**src/rtl/instruction_sequencer.sv**
```systemverilog
// Multi-cycle instruction sequencer: FETCH/DECODE/EXEC/MEM/WB/HALT control with
// a program counter, one-level interrupt entry and reti support.
module instruction_sequencer #(
  parameter logic [26:0] RESET_PC   = 27'd0,
  parameter logic [26:0] INT_VECTOR = 27'd1
) (
  input  logic        clk,
  input  logic        reset,
  input  logic [3:0]  instrOP,
  input  logic        jump_valid,
  input  logic [26:0] jump_addr,
  input  logic        bus_done,
  input  logic        int_req,
  output logic        bus_start,
  output logic        bus_we,
  output logic [26:0] bus_addr,
  input  logic [26:0] data_addr,
  output logic        fetch,
  output logic        getRegs,
  output logic        exec,
  output logic        writeback,
  output logic [26:0] pc,
  output logic        int_ack,
  output logic        halted
);

  typedef enum logic [2:0] {
    FETCH,
    DECODE,
    EXEC,
    MEM,
    WB,
    HALT
  } state_e;

  localparam logic [3:0] OP_HALT  = 4'hF;
  localparam logic [3:0] OP_LOAD  = 4'hE;
  localparam logic [3:0] OP_STORE = 4'hD;
  localparam logic [3:0] OP_RETI  = 4'hC;

  state_e      state_q;
  logic [26:0] pc_q;
  logic [26:0] retPc_q;
  logic        intEn_q;
  logic        first_q;
  logic        busy_q;
  logic        isStore_q;
  logic [26:0] busAddr_q;
  logic        busWe_q;
  logic        getRegs_q;
  logic        exec_q;
  logic        wb_q;
  logic        halted_q;
  logic [26:0] pcExec_d;
  logic        intTake;

  // reti restores the saved PC and takes priority over any jump request.
  always_comb begin
    pcExec_d = jump_valid ? jump_addr : pc_q + 27'd1;
    if (instrOP == OP_RETI) begin
      pcExec_d = retPc_q;
    end
  end

  assign intTake = int_req & intEn_q;

  // A transfer only counts bus_done once busy_q is set, so stale completions are dropped.
  always_ff @(posedge clk) begin
    if (reset) begin
      state_q   <= FETCH;
      pc_q      <= RESET_PC;
      retPc_q   <= 27'd0;
      intEn_q   <= 1'b1;
      first_q   <= 1'b1;
      busy_q    <= 1'b0;
      isStore_q <= 1'b0;
      busAddr_q <= RESET_PC;
      busWe_q   <= 1'b0;
      getRegs_q <= 1'b0;
      exec_q    <= 1'b0;
      wb_q      <= 1'b0;
      halted_q  <= 1'b0;
    end else begin
      first_q   <= 1'b0;
      getRegs_q <= 1'b0;
      exec_q    <= 1'b0;
      wb_q      <= 1'b0;
      case (state_q)
        FETCH: begin
          if (first_q) begin
            busy_q <= 1'b1;
          end else if (busy_q && bus_done) begin
            busy_q    <= 1'b0;
            state_q   <= DECODE;
            getRegs_q <= 1'b1;
          end
        end
        DECODE: begin
          state_q <= EXEC;
          exec_q  <= 1'b1;
        end
        EXEC: begin
          pc_q <= pcExec_d;
          if (instrOP == OP_RETI) begin
            intEn_q <= 1'b1;
          end
          if (instrOP == OP_HALT) begin
            state_q  <= HALT;
            halted_q <= 1'b1;
          end else if (instrOP == OP_LOAD || instrOP == OP_STORE) begin
            state_q   <= MEM;
            first_q   <= 1'b1;
            busAddr_q <= data_addr;
            busWe_q   <= (instrOP == OP_STORE);
            isStore_q <= (instrOP == OP_STORE);
          end else begin
            state_q   <= WB;
            wb_q      <= 1'b1;
            isStore_q <= 1'b0;
          end
        end
        MEM: begin
          if (first_q) begin
            busy_q <= 1'b1;
          end else if (busy_q && bus_done) begin
            busy_q  <= 1'b0;
            busWe_q <= 1'b0;
            state_q <= WB;
            wb_q    <= ~isStore_q;
          end
        end
        WB: begin
          state_q <= FETCH;
          first_q <= 1'b1;
          if (intTake) begin
            retPc_q   <= pc_q;
            pc_q      <= INT_VECTOR;
            intEn_q   <= 1'b0;
            busAddr_q <= INT_VECTOR;
          end else begin
            busAddr_q <= pc_q;
          end
        end
        HALT: begin
          if (intTake) begin
            retPc_q   <= pc_q;
            pc_q      <= INT_VECTOR;
            intEn_q   <= 1'b0;
            busAddr_q <= INT_VECTOR;
            state_q   <= FETCH;
            first_q   <= 1'b1;
            halted_q  <= 1'b0;
          end
        end
        default: begin
          state_q <= FETCH;
          first_q <= 1'b1;
        end
      endcase
    end
  end

  assign bus_start = first_q & ~reset;
  assign bus_we    = busWe_q;
  assign bus_addr  = busAddr_q;
  assign fetch     = (state_q == FETCH) & busy_q & bus_done & ~reset;
  assign getRegs   = getRegs_q;
  assign exec      = exec_q;
  assign writeback = wb_q;
  assign pc        = pc_q;
  assign int_ack   = ((state_q == WB) | (state_q == HALT)) & intTake & ~reset;
  assign halted    = halted_q;

endmodule

```
**config.mk**
```make
export PLATFORM = sky130hd
export DESIGN_NAME = instruction_sequencer
export DESIGN_NICKNAME = d
export VERILOG_FILES = /design/src/rtl/instruction_sequencer.sv
export SDC_FILE = /design/constraint.sdc
export NUM_CORES = 1
export LEC_CHECK = 0
export CAP_MARGIN = 20
export CORE_MARGIN = 5
export CORE_UTILIZATION = 30
export DETAILED_ROUTE_END_ITERATION = 10
export GPL_ROUTABILITY_DRIVEN = 0
export PLACE_DENSITY = 0.64
export SLEW_MARGIN = 20
export SYNTH_ARGS = -nofsm -noshare
export SYNTH_HDL_FRONTEND = slang
export SYNTH_SLANG_ARGS = --single-unit
```
**constraint.sdc**
```tcl
create_clock -name clk -period 5.2 [get_ports clk]
set_clock_uncertainty 0.05 [all_clocks]
set_input_delay 1.04 -clock clk [delete_from_list [all_inputs] [get_ports clk]]
set_output_delay 1.04 -clock clk [all_outputs]
set_load 0.02 [all_outputs]
```
Word-level counts from Yosys, hierarchy flattened --
Cells that the tools add are included.
Storage, ports and cells: bits of input ports 63, logic and storage cells 104, output and inout port bits 62, flip-flop bits (word level) 93
Cells by class: equality and inequality tests 19, multiplexer cells 39, add/sub/neg operators 1, bitwise operators 12, reduce and logical (&&, ||, !) cells 20
Operators with widths (count):
- $mux W27 | 6
- $pmux W27 S3 | 1
- $pmux W27 S2 | 1
- $add A27 B1 Y27 const B | 1
- $mux W3 | 7
- $mux W1 | 18
- $ne A2 B2 Y1 const B | 9
- $eq A4 B4 Y1 const B | 4
- $pmux W3 S5 | 1
- $reduce_and A5 Y1 | 2
- $pmux W1 S2 | 4
- $reduce_bool A2 Y1 | 4
- $and A1 B1 Y1 | 7
- $eq A3 B2 Y1 const B | 2
- $eq A3 B3 Y1 const B | 2
- $reduce_and A2 Y1 | 3
- $reduce_and A3 Y1 | 2
- $reduce_or A3 Y1 | 2
- $not A1 Y1 | 4
- $reduce_and A4 Y1 | 1
- $reduce_or A2 Y1 | 2
- $eq A3 B1 Y1 const B | 1
- $logic_not A3 Y1 | 1
- $pmux W1 S3 | 1
- 5 further kinds | 5

Longest topological paths before layout --
Gate-level depths: netlist of run 1.
depth in word-level cells 5, gate-level depth with buffers 8

Worst setup path before layout of run 1 --
No wires, ideal clock.
kind input port to output port, start point input int_req, end point output int_ack, arrival time 1.766 ns, stages 3, data required time 4.110 ns, slack 2.344 ns, path through nand3_1 clkbuf_1 nor2_1
Between the ends: longest elaborated chain between the ends 3
RTL lines:
- from (decl) | RTL line 13 | input logic int_req,
- $and A1 B1 Y1 | RTL line 65 | assign intTake = int_req & intEn_q;
- $and A1 B1 Y1 (2 in series) | RTL line 171 | assign int_ack = ((state_q == WB) | (state_q == HALT)) & intTake & ~reset;
- to (decl) | RTL line 23 | output logic int_ack,
No other way between the ends.

Worst setup path after layout of run 1 --
Same ends and word-level chain as after synthesis.

==> flow_summary.toml, run 1 <==
[sta]
relSlewSlack_pct = 27.2
setup_violations = 0
period_needed_ns = 3.74
fmaxAchievable_mhz = 267
slew_violations = 0
hold_violations = 0
post-route-period-util_pct = 72.0
rsz0062_at_grt = "no"
worst_pin_slew_ns = 1.09
fin_setup_tns_ns = 0

[cts]
cts_made_buffers = 9
cts_tree = "done"
clk_path_buf_depth = 2
path_clk_slew_ns = 0.07
cts_resized = 0
clkLatencyLatePin_ns = 0.34
cts.sinks = 93
h-tree-depth = 3
cts_setup_buffers = 0
cts_root_buffer = "clkbuf_16"
cts-hold-fix-buffers = 0

[grt]
gr-total-overflow = 0
grt_antenna_before_repair = 0
grt_util_all_layers_pct = 17.7
grt_pass1_wl_mm = 25.8
grt_pass1_vias = 4614
grt_max_degree = 76

[placement]
place_inst = 894
port-buffer-count = 124
dp_hpwl_mm = 11.5

[critical_path]
timing.rr.end = "bus_addr[11]"
cpMaxStageDelayCell = "clkdlybuf4s50_1"
crit_path_max_incr_delay_ns = 0.61
crit_chain = "clkdlybuf4s50_1, nand3_1, buf_4, nor2_1, clkdlybuf4s50_1"
crit_type = "in -> out"
crit_path_frequent_cell = "clkdlybuf4s50_1"
crit_path_end_kind = "output port"
rrSetupSlack_ns = 2.62
crit_required_ns = 4.11
reg2reg_from = "state_q[2]"
crit_family = "buffers and inverters"
crit_buf_inv = 3
cp_max_fo = 36
r2r_cells = 5
crit_arrival_ns = 2.65
cp-start-kind = "primary input"

[yosys]
synth_area_um2 = 4700
synth_top_area_share_pct = 39.6
yosysTopAreaCell = "dfxtp_1"
yosys-top-cells-count = "dfxtp_1, nand2_1, a21oi_1, nor2_1, clkbuf_1"
avgSynthCellArea_um2 = 7.78
synthTopCellsByArea = "dfxtp_1, nand2_1, a21oi_1, a211oi_1, a22oi_1"
synthFlopType = "dfxtp_1"
syn-num-nets = 668
synthArstFlopShare_pct = 0
synth-seq-cells = 93
synth.distinct_cells = 62
synth_edf_count = 0
synthCells = 604
synth_most_common_cell = "dfxtp_1"
yosysWarnings = 0
synth_seq_area_share_pct = 39.6

[finish]
drive_gt1_share_pct = 5.86
area_growth_pct = 35.8
layoutNonFillerInstCount = 911
num_antenna_cells = 0
nets = 759

[route]
drtAntennaViolNets = 0
first_iter_violations = 464
wire_per_inst_um = 18.1
vias_per_cell = 5.52
drc = 0
drt-total-wl_mm = 16.5
num_vias = 5033
drtPass1Iterations = 5

[hold_path]
min_from = "retPc_q[19]"
hold_depth = 2
hold_end = "retPc_q[19]"
hold_class = "reg -> reg"

[power]
p_switching_uw = 665
share_seq_of_total_power_pct = 42.0
comb_power_share_pct = 24.2
p_sw_share_pct = 31.7
p_int_mw = 1.43
finalPower_mw = 2.09
p_clk_share_pct = 33.8
cellLeakagePower_nw = 2.10
peakVddDrop_v = 0.000192
power_density_nw_per_um2 = 328

[run]
maxCapViolCount = 0

[floorplanning]
dieArea_um2 = 18300
core_um2 = 15300
die_w_um = 135
ios = 125
initial_core_util_pct = 30.8
dieHeight_um = 135
std_cell_rows = 45

[outcome]
status = "finished clean"
[layout by cell type, fill, tap and decap left out, types with 9 or more instances in the layout]
cell type	count
a211oi_1	35
a21oi_1	64
a22oi_1	34
buf_4	11
clkbuf_16	9
clkdlybuf4s50_1	123
dfxtp_1	93
nand2_1	90
nand3_1	21
nor2_1	61
nor3_1	12
o211ai_1	12
o21ai_0	21
xor2_1	9
[worst max-delay path by stage]
stage | startpoint | cells past startpoint | slack (ns) | endpoint
after floorplan | int_req | 3 | 2.34 | int_ack
after global placement | int_req | 5 | 1.45 | int_ack
after detailed placement | int_req | 5 | 1.46 | int_ack
after CTS | int_req | 5 | 1.46 | int_ack
after global routing | int_req | 5 | 1.41 | int_ack
final | int_req | 5 | 1.46 | int_ack
[through the flow]
stage | setup slack (ns) | hold WS, ns | instance area, um^2 | utilization, %
2_1_floorplan | 2.34 | 0.383 | 4700 | -
3_3_place_gp | 1.45 | 0.389 | 6050 | 39.7
3_5_place_dp | 1.46 | 0.394 | 6050 | 39.7
4_1_cts | 1.46 | 0.403 | 6370 | 41.7
5_1_grt | 1.41 | 0.420 | 6380 | 41.8
6_report | 1.46 | 0.406 | 6380 | 41.8
[cells by family after synthesis]
family	count (synthesis)	synth area share, %
AOI/OAI and AO/OA	202	28.3
xor gates and xnor gates	14	2.61
adders and majority gates	1	0.266
buffers and inverters	63	5.91
DFF	93	39.6
muxes	5	1.12
and+or+nand+nor	226	22.1
[layout make-up]
| type | instances | area (um^2) |
|---|---|---|
| multi-input combinational | 448 | 2580 |
| timing repair buffer | 136 | 1330 |
| inverter | 7 | 26.3 |
| fill | 1519 | 8880 |
| tap | 211 | 264 |
| clock inverter | 6 | 87.6 |
| clock buffer | 10 | 229 |
| sequential | 93 | 1860 |
[routing by layer]
metal	vias to the layer above	GRT usage (%)	wire length, um
met5	-	0	0
met1	2395	25.1	7570
li1	2389	-	-
met2	234	26.3	7270
met3	15	4.32	1380
met4	0	5.82	232
[sequential cells by signal, indices dropped and copies added (netlist names)]
signal,count
first_q,1
halted,1
isStore_q,1
exec,1
busy_q,1
writeback,1
bus_addr,27
pc,27
bus_we,1
getRegs,1
intEn_q,1
state_q,3
retPc_q,27
[worst register-to-register path, stage by stage, from the launching register on]
cell	delay (ns)
dfxtp_1	0.58
nor2b_1	0.36
nand2_1	0.17
nor2_2	0.84
a22oi_1	0.20
a211oi_1	0.29
[power by group through the flow]
| stage | registers (mW) | logic [mW] | clock network [mW] |
|---|---|---|---|
| 6_report | 0.880 | 0.506 | 0.707 |
| 2_1_floorplan | 0.892 | 0.271 | 0 |
| 3_5_place_dp | 0.893 | 0.503 | 0 |
| 5_1_grt | 0.891 | 0.549 | 0.754 |
| 4_1_cts | 0.877 | 0.505 | 0.720 |
| 3_3_place_gp | 0.890 | 0.494 | 0 |
Note: power is estimated with default switching activity, not from simulation.
==> run 2, diff against run 1 <==
--- a/config.mk
+++ b/config.mk
@@ -10,7 +10,7 @@
 export CORE_UTILIZATION = 30
 export DETAILED_ROUTE_END_ITERATION = 10
 export GPL_ROUTABILITY_DRIVEN = 0
-export PLACE_DENSITY = 0.64
+export PLACE_DENSITY = 0.66
 export SLEW_MARGIN = 20
 export SYNTH_ARGS = -nofsm -noshare
 export SYNTH_HDL_FRONTEND = slang
==> constraint.sdc (replaced) <==
create_clock -name clk -period 3.2 [get_ports clk]
set_clock_uncertainty 0.05 [all_clocks]
set_input_delay 0.64 -clock clk [delete_from_list [all_inputs] [get_ports clk]]
set_output_delay 0.64 -clock clk [all_outputs]
set_load 0.02 [all_outputs]
==> run 2 against run 1 <==
Register-to-register slack lost 1.8 ns. Largest cell class unchanged. Non-clock buffer count grew 10. Worst setup slack got worse by 1.0 ns. Via count fell by 3.3%. Critical path depth decreased by 1. Cell area is 1.5% higher. Clock power rose by 63%. Cell count rose by 1.1%. Critical endpoint is now fetch. Core utilization rose by 0.65 points. Total power grew 63%.
==> flow_summary.toml, run 2 (synthesis results as in run 1) <==
[outcome]
status = "finished clean"

[run]
maxCapViolCount = 0

[placement]
port-buffer-count = 124
dp_hpwl_mm = 11.2
pre_cts_ws_ns = 0.418
placed_area_um2 = 6160

[route]
vias_per_cell = 5.29
drc = 0
drt-total-wl_mm = 16.0
drtPass1Iterations = 4
num_vias = 4868
drtAntennaViolNets = 0
wire_per_inst_um = 17.4
first_iter_violations = 437

[floorplanning]
core_um2 = 15300
initial_core_util_pct = 30.8
ios = 125
dieHeight_um = 135
std_cell_rows = 45
die_w_um = 135
dieArea_um2 = 18300

[power]
power_density_nw_per_um2 = 527
peakVddDrop_v = 0.000288
cellLeakagePower_nw = 2.17

[sta]
fin_ws_ns = 0.411
post-route-period-util_pct = 87.2
fmaxAchievable_mhz = 359
setup_violations = 0
fin_setup_tns_ns = 0
hold_violations = 0
relSlewSlack_pct = 57.1
slew_violations = 0
period_needed_ns = 2.79
rsz0062_at_grt = "no"
worst_pin_slew_ns = 0.643

[critical_path]
crit_required_ns = 2.51
cp_max_fo = 3
cp-start-kind = "primary input"
crit_type = "in -> out"
crit_arrival_ns = 2.10
rrSetupSlack_ns = 0.78
crit_path_end_kind = "output port"

[finish]
nets = 769
num_antenna_cells = 0
multiInputGateArea_um2 = 2580
drive_gt1_share_pct = 7.32
final_cell_mix = "clkdlybuf4s50_1, dfxtp_1, nand2_1"
nFillCells = 1570
fin_area_um2 = 6480
area_growth_pct = 37.9
regArea_um2 = 1860
mostFrequentLayoutCell = "clkdlybuf4s50_1"

[cts]
path_clk_slew_ns = 0.06
h-tree-depth = 3
cts_made_buffers = 9
cts_root_buffer = "clkbuf_16"
cts_setup_buffers = 0
cts_resized = 0
cts.sinks = 93
cts_tree = "done"
clkLatencyLatePin_ns = 0.35
cts-hold-fix-buffers = 0
clk_path_buf_depth = 2

[grt]
grt_util_all_layers_pct = 17.3
grt_antenna_before_repair = 0
grt_max_degree = 54
gr-total-overflow = 0
grt_pass1_wl_mm = 25.0
grt_pass1_vias = 4478

[hold_path]
hold_class = "reg -> reg"
[run 2: changes by cell type in the layout (fill, tap and decap cells not counted), moves of 2 or more]
cell / delta
buf_4: +9
buf_12: +2
clkbuf_8: +2
clkinvlp_4: -2
[run 2: final cells by class]
| class | count | area share (%) |
|---|---|---|
| Multi-Input combinational cell | 448 | 39.8 |
| Inverter | 7 | 0.406 |
| Tap cell | 211 | 4.07 |
| Clock inverter | 5 | 1.02 |
| Timing Repair Buffer | 146 | 22.0 |
| Clock buffer | 11 | 3.90 |
| Sequential cell | 93 | 28.7 |
[run 2: power breakdown]
group | internal, mW | total [mW] | switching (mW)
combinational | 0.400 | 0.843 | 0.443
clock | 0.659 | 1.15 | 0.493
sequential | 1.25 | 1.42 | 0.163
[run 2: worst max-delay path, cell delays in order]
cell	delay [ns]
clkdlybuf4s50_1	0.48
nand2_1	0.09
nor3b_1	0.25
clkdlybuf4s50_1	0.65
[run 2: metrics by stage]
stage	hold WS (ns)	utilization (%)	power [mW]	cells
6_report	0.407	42.5	3.41	921
5_1_grt	0.428	42.5	3.58	921
4_1_cts	0.408	42.5	3.43	921
3_5_place_dp	0.398	40.4	2.29	905
3_3_place_gp	0.393	40.4	2.28	905
2_1_floorplan	0.383	-	1.89	604
[run 2: layer usage]
layer	global-route usage, %	up-vias	wire length, um
li1	-	2402	-
met5	0	-	0
met3	3.65	13	1290
met2	26.2	185	6930
met4	5.10	0	215
met1	24.7	2268	7570
[run 2: worst paths after layout]
kind,start,to,cells after the start
setup / recovery,bus_done,fetch,4
setup reg to reg,pc[2],pc[23],5
hold / removal,halted,halted,2
hold reg to reg,halted,halted,2
==> run 3, diff against run 2 <==
--- a/config.mk
+++ b/config.mk
@@ -6,8 +6,10 @@
 export NUM_CORES = 1
 export LEC_CHECK = 0
 export CAP_MARGIN = 20
+export CORE_ASPECT_RATIO = 0.75
 export CORE_MARGIN = 5
 export CORE_UTILIZATION = 30
+export CTS_BUF_LIST = sky130_fd_sc_hd__clkbuf_8
 export DETAILED_ROUTE_END_ITERATION = 10
 export GPL_ROUTABILITY_DRIVEN = 0
 export PLACE_DENSITY = 0.66
==> run 3 against run 2 <==
Critical path depth unchanged. Largest power group unchanged. Non-clock buffer count rose by 10. Core utilization down 0.52 points. Highest routed layer unchanged. Die area rose by 0.14%.
==> flow_summary.toml, run 3 (synthesis results as in run 1) <==
[power]
p_int_mw = 2.02
p_sw_share_pct = 33.9
cellLeakagePower_nw = 2.17
finalPower_mw = 3.06
power_density_nw_per_um2 = 478
share_seq_of_total_power_pct = 44.3
p_clk_share_pct = 24.3
comb_power_share_pct = 31.5
peakVddDrop_v = 0.000201
p_switching_mw = 1.04

[critical_path]
crit_type = "in -> out"
crit_path_end_kind = "output port"
crit_required_ns = 2.51
crit_arrival_ns = 2.18
r2r_cells = 5
cp-start-kind = "primary input"
cp_max_fo = 3

[floorplanning]
dieArea_um2 = 18300
std_cell_rows = 39
core_um2 = 15300
ios = 125
initial_core_util_pct = 30.8
dieHeight_um = 118
die_w_um = 154

[cts]
cts_setup_buffers = 0
cts_made_buffers = 9
cts-hold-fix-buffers = 0
clkLatencyLatePin_ns = 0.37
cts_resized = 0
cts.sinks = 93
cts_tree = "done"
cts_root_buffer = "clkbuf_8"
clk_path_buf_depth = 2
path_clk_slew_ns = 0.08
h-tree-depth = 3

[grt]
grt_pass1_wl_mm = 25.8
gr-total-overflow = 0
grt_pass1_vias = 4602
grt_max_degree = 54
grt_util_all_layers_pct = 17.5
grt_antenna_before_repair = 0

[sta]
hold_slack_ns = 0.409
relSlewSlack_pct = 67.0
hold_violations = 0
rsz0062_at_grt = "no"
fin_setup_tns_ns = 0
setup_violations = 0
slew_violations = 0
fmaxAchievable_mhz = 349
worst_pin_slew_ns = 0.493
fin_ws_ns = 0.331
period_needed_ns = 2.87
post-route-period-util_pct = 89.6

[placement]
place_inst = 909
port-buffer-count = 124
placed_area_um2 = 6230
dp_hpwl_mm = 11.6
pre_cts_ws_ns = 0.330

[route]
drtAntennaViolNets = 0
drc = 0
vias_per_cell = 5.34
drt-total-wl_mm = 16.5
drtPass1Iterations = 7
first_iter_violations = 534
num_vias = 4931
wire_per_inst_um = 17.8

[finish]
layoutNonFillerInstCount = 924
nFillCells = 1573
num_antenna_cells = 0
area_growth_pct = 36.4
final_cell_mix = "clkdlybuf4s50_1, dfxtp_1, nand2_1"
mostFrequentLayoutCell = "clkdlybuf4s50_1"
fin_util_pct = 41.9
nets = 779
fin_area_um2 = 6400
drive_gt1_share_pct = 8.21

[outcome]
status = "finished clean"

[hold_path]
hold_depth = 2
hold_class = "reg -> reg"

[run]
maxCapViolCount = 0
-- run 3: cell types whose count changed in the layout (fill, tap and decap cells not counted), sizes merged --
cell,change
buf,+10
clkinvlp,-1
bufinv,-1
clkbuf,+1
-- run 3: area by class of cell --
class / count / area, um^2 / area share, %
clock buffer: 12 / 165 / 2.58
tap: 205 / 256 / 4.00
multi-input combinational: 448 / 2580 / 40.3
timing repair buffer: 156 / 1500 / 23.4
clock inverter: 3 / 12.5 / 0.195
sequential: 93 / 1860 / 29.1
inverter: 7 / 26.3 / 0.410
-- run 3: worst paths after layout --
kind / from / endpoint / slack [ns]
worst min register to register: retPc_q[3] / retPc_q[3] / 0.41
worst max register to register: pc[8] / pc[23] / 0.89
worst min-delay path: retPc_q[3] / retPc_q[3] / 0.41
worst max-delay path: int_req / int_ack / 0.33
-- run 3: per-layer routing --
layer	GRT usage, %	wire length (um)
met5	0	0
met4	4.19	184
met3	5.15	1480
met2	25.2	7020
met1	25.5	7770
-- run 3: critical path: stages --
cell	delay (ns)
clkdlybuf4s50_1	0.50
nand3_1	0.11
nor2_1	0.25
clkdlybuf4s50_1	0.69
-- run 3: power by group through the flow --
stage               combinational [mW]  clock (mW)  sequential (mW)
CTS                              0.962       0.765             1.35
floorplan                        0.440           0             1.45
finish                           0.964       0.743             1.36
detailed placement               0.959           0             1.38
global route                      1.04       0.801             1.37
global placement                 0.956           0             1.38
